[src/rtl/pc_fetch_unit.sv]
// Fetch stage: program counter, return-address stack and IF/ID register.
// Redirects come from the hazard unit's kill, decoded by the opcode in decode.
module pc_fetch_unit #(
    parameter int unsigned          ADDR_W    = 16,
    parameter int unsigned          RAS_DEPTH = 8,
    parameter logic [ADDR_W-1:0]    RESET_PC  = '0
) (
    input  logic                          clk,
    input  logic                          reset,
    input  logic                          stall,
    input  logic                          kill,
    input  logic [3:0]                    op_id,
    input  logic [ADDR_W-1:0]             pc_id,
    input  logic [ADDR_W-1:0]             branch_target,
    input  logic [ADDR_W-1:0]             jump_target,
    input  logic [ADDR_W-1:0]             for_target,
    input  logic [15:0]                   imem_data,
    output logic [ADDR_W-1:0]             pc,
    output logic [15:0]                   if_id_instr,
    output logic [ADDR_W-1:0]             if_id_pc,
    output logic                          if_id_valid,
    output logic [$clog2(RAS_DEPTH):0]    ras_count,
    output logic                          ras_overflow,
    output logic                          ras_underflow
);
    localparam int unsigned PW = $clog2(RAS_DEPTH);
    localparam int unsigned CW = PW + 1;

    // Control-flow opcode encoding shared with decode.
    localparam logic [3:0] OP_BEQ  = 4'h4;
    localparam logic [3:0] OP_BNE  = 4'h5;
    localparam logic [3:0] OP_JMP  = 4'h6;
    localparam logic [3:0] OP_CALL = 4'h7;
    localparam logic [3:0] OP_RET  = 4'h8;
    localparam logic [3:0] OP_FOR  = 4'h9;

    logic [ADDR_W-1:0] ras_mem [RAS_DEPTH];
    logic [PW-1:0]     sp;
    logic              redir;
    logic              flush;
    logic              ras_empty;
    logic              ras_full;
    logic [ADDR_W-1:0] pc_inc;
    logic [ADDR_W-1:0] ras_top;
    logic [ADDR_W-1:0] target;

    always_comb begin
        redir     = kill & ~stall;
        pc_inc    = pc + ADDR_W'(1);
        ras_empty = (ras_count == '0);
        ras_full  = (ras_count == CW'(RAS_DEPTH));
        ras_top   = ras_mem[sp - PW'(1)];
        flush     = 1'b1;
        target    = pc_inc;
        unique case (op_id)
            OP_BEQ, OP_BNE:  target = branch_target;
            OP_JMP, OP_CALL: target = jump_target;
            OP_FOR:          target = for_target;
            OP_RET:          target = ras_empty ? RESET_PC : ras_top;
            default:         flush  = 1'b0;
        endcase
    end

    always_ff @(posedge clk) begin
        if (reset) begin
            pc          <= RESET_PC;
            if_id_instr <= 16'h0000;
            if_id_pc    <= '0;
            if_id_valid <= 1'b0;
        end else if (!stall) begin
            pc       <= redir ? target : pc_inc;
            if_id_pc <= pc;
            if (redir && flush) begin
                if_id_instr <= 16'h0000;
                if_id_valid <= 1'b0;
            end else begin
                if_id_instr <= imem_data;
                if_id_valid <= 1'b1;
            end
        end
    end

    // sp is the next free slot; when full it also points at the oldest entry,
    // so a push overwrites it circularly.
    always_ff @(posedge clk) begin
        if (reset) begin
            sp            <= '0;
            ras_count     <= '0;
            ras_overflow  <= 1'b0;
            ras_underflow <= 1'b0;
        end else if (redir && op_id == OP_CALL) begin
            sp <= sp + PW'(1);
            if (ras_full) ras_overflow <= 1'b1;
            else          ras_count    <= ras_count + CW'(1);
        end else if (redir && op_id == OP_RET) begin
            if (ras_empty) begin
                ras_underflow <= 1'b1;
            end else begin
                sp        <= sp - PW'(1);
                ras_count <= ras_count - CW'(1);
            end
        end
    end

    always_ff @(posedge clk) begin
        if (!reset && redir && op_id == OP_CALL) begin
            ras_mem[sp] <= pc_id + ADDR_W'(1);
        end
    end

endmodule

[config.mk]
export PLATFORM = sky130hd
export DESIGN_NAME = pc_fetch_unit
export DESIGN_NICKNAME = d
export VERILOG_FILES = /design/src/rtl/pc_fetch_unit.sv
export SDC_FILE = /design/constraint.sdc
export NUM_CORES = 1
export LEC_CHECK = 0
export CAP_MARGIN = 20
export CORE_ASPECT_RATIO = 2
export CORE_UTILIZATION = 42
export CTS_CLUSTER_SIZE = 10
export DETAILED_ROUTE_END_ITERATION = 7
export PLACE_DENSITY = 0.66
export SLEW_MARGIN = 10
export SYNTH_ARGS = -nofsm -noshare
export SYNTH_HDL_FRONTEND = slang
export SYNTH_SLANG_ARGS = --single-unit
export TNS_END_PERCENT = 30
[constraint.sdc]
create_clock -name clk -period 8.8 [get_ports clk]
set_input_delay 1.76 -clock clk [delete_from_list [all_inputs] [get_ports clk]]
set_output_delay 1.76 -clock clk [all_outputs]
set_load 0.05 [all_outputs]
==> metrics.csv <==
metric;value;unit
status;completed;
setup tns final;0;ps
Mapped Area;0.008252;mm²
clock-pin slew on the worst setup and hold paths;70;ps
Final setup violation count;0;
Area Growth Syn to Fin;27.63;%
CP Max Fanout;20;
Post-DP HPWL;15320;µm
Post-synth EDFFs;128;
top cells by area, synth;edfxtp_1 (47%), dfxtp_1 (14%), mux4_2 (7.1%);
Ys Warns;0;
routed vias/inst;5.506;
Worst VDD drop;0.1232;mV
worst skew pair latency;430;ps
DIE HEIGHT;200.2;µm
largest net degree at the start of global routing;58;
row cnt;72;
Yosys top cell area share;46.58;%
grt ovf;0;
MaxCap Viol Count;0;
CP Launch Point;op_id[1];
top-count cell post-synth;edfxtp_1;
RSZ-0062 raised after global routing;no;
starting density of the core;42.80;%
Hold/Removal Path Class;reg -> reg;
Core Footprint;0.01928;mm²
worst setup path category;in -> reg;
kind of start point of the critical path;primary input;
WL per Instance;19.73;µm
cell area after layout;0.01053;mm²
minimum clock period;3896;ps
Syn Inst Count;651;
synthesis-stage register bit count;186;
total CTS buffers;17;
Worst R2R Setup Slack;5430;ps
All-Layer GR Usage;21.46;%
Worst Max-Slew Pin Slew;1000;ps
H-tree depth;4;
DRT antenna net count;0;
via count;5858;
period utilization;44.27;%
Post-synth top cells;edfxtp_1 (128), nand2_1 (65), dfxtp_1 (58), nor2_1 (52), mux2i_1 (42);
sequential element share of the synthesized area;60.65;%
CTS Buffer Depth;2;
leakage power;3.532;nW
Final Hold Fails;0;
reg-to-reg endpoint;pc[12];
fin nets;887;
Initial DRT Pass Iterations;6;
hold_buf cts;0;
CTS sink count;186;
Synth Area per Inst;12.68;µm²
Die Width;101.1;µm
DP Cell Count;1031;
vias in the first global route;6081;
Synth Net Count;745;
Worst Setup EP;ras_count[3];
layout cells sized above 1;12.30;%
Port Buffers;142;
postcts setup bufs;0;
WL final;21000;µm
I/O pins;143;
Residual DRC;0;
non-filler instance count after layout;1064;
Worst Skew;9.549;ps
post_cts resized;0;
top_reg_cell synth;edfxtp_1;
Final GP Congestion;0.8445;
Post-Place Cell Area;0.009972;mm²
Setup crit end kind;flop;
antenna violations before repair;0;
CP required;9140;ps
Die ar.;0.02025;mm²
Slew Viols, Final;0;
first-iteration detailed-routing DRC count;385;
CTS tree;yes;
maximum clock frequency;256.7;MHz
clk root buf;clkbuf_16;
FFs w/ async S/R, synth;0;%
Cell variety after synth;62;
PwrDens;172.8;mW/mm²
Worst Reg-to-Reg Cells;9;
n_diodes;0;
arrival time of the worst setup path;4230;ps
FF-to-FF Start;sp[0];
largest area contributor in the synthesized netlist;edfxtp_1;
Max transition margin;33.20;%
global-route wire length before repair;32570;µm
-- stage by stage --
stage	setup WS (ps)	power (mW)	utilization [%]	hold WS, ps
floorplan	4463	1.069	-	621.1
global placement	4397	1.153	51.73	450.6
detailed placement	4327	1.156	51.73	454.5
CTS	4751	1.835	54.45	465.4
global route	4708	1.876	54.63	482.4
finish	4904	1.820	54.63	463.3
-- cell type report --
type | count | area (µm²)
Inverter | 13 | 48.80
Timing Repair Buffer | 160 | 1567
Clock inverter | 14 | 98.84
Tap cell | 259 | 324.1
Clock buffer | 17 | 425.4
Multi-Input combinational cell | 415 | 3062
Fill cell | 1663 | 8747
Sequential cell | 186 | 5006
-- cells by family (layout without fill, tap and decap cells) --
family	Yosys count	after routing	synth area share, %
XOR/XNOR	21	21	2.229
AO/OA/AOI/OAI	112	112	9.098
flip-flops	186	186	60.65
adder cells (fa/ha/maj)	6	6	0.9098
buffers and inverters	50	204	2.593
multiplexers	71	71	12.60
AND/OR/NAND/NOR	205	205	11.92
-- worst max-delay path, stage by stage --
cell and delay, ps:
clkdlybuf4s50_1 450, buf_4 340, and2_1 230, and2_1 290, inv_1 130, ha_1 330, a31oi_1 170, nor2_1 80
a22o_1 220, a211oi_1 230
-- report_power, final --
part / total (mW) / switching [mW] / leakage, nW / internal [mW]
registers: 0.956 / 0.0105 / 1.62 / 0.946
clock network: 0.682 / 0.322 / 0.256 / 0.360
logic: 0.181 / 0.102 / 1.65 / 0.0789
-- placed cells by master, fill, tap and decap left out, types with 17 or more instances in the layout --
master           Yosys  final
nand3_1             30     30
mux4_2              26     26
clkdlybuf4s50_1      0    140
nand2_1             65     65
o21ai_0             22     22
dfxtp_1             58     57
clkbuf_16            0     17
a21oi_1             41     41
edfxtp_1           128    128
mux2i_1             42     42
nor2_1              52     52
-- registers in the layout, indices dropped and copies added (netlist names) --
signal,count
if_id_instr,16
ras_mem,128
ras_count,4
sp,3
ras_overflow,1
ras_underflow,1
pc,16
if_id_valid,1
if_id_pc,16
-- per-layer routing --
metal	global-route usage, %	vias to the layer above	part of all wire, %
met5	0	-	0
met4	10.66	0	3.7
met3	3.036	48	4.6
met2	41.08	202	57
met1	21.77	2861	35
li1	-	2747	-
-- worst min-delay path by stage --
stage | from | end | slack, ps | depth (start not counted)
floorplan | sp[2] | sp[2] | 620 | 3
global placement | if_id_instr[6] | if_id_instr[6] | 450 | 2
detailed placement | if_id_instr[9] | if_id_instr[9] | 450 | 2
CTS | if_id_instr[9] | if_id_instr[9] | 470 | 2
global route | if_id_instr[15] | if_id_instr[15] | 480 | 2
finish | if_id_instr[15] | if_id_instr[15] | 460 | 2
Note: power is estimated with default switching activity, not from simulation.
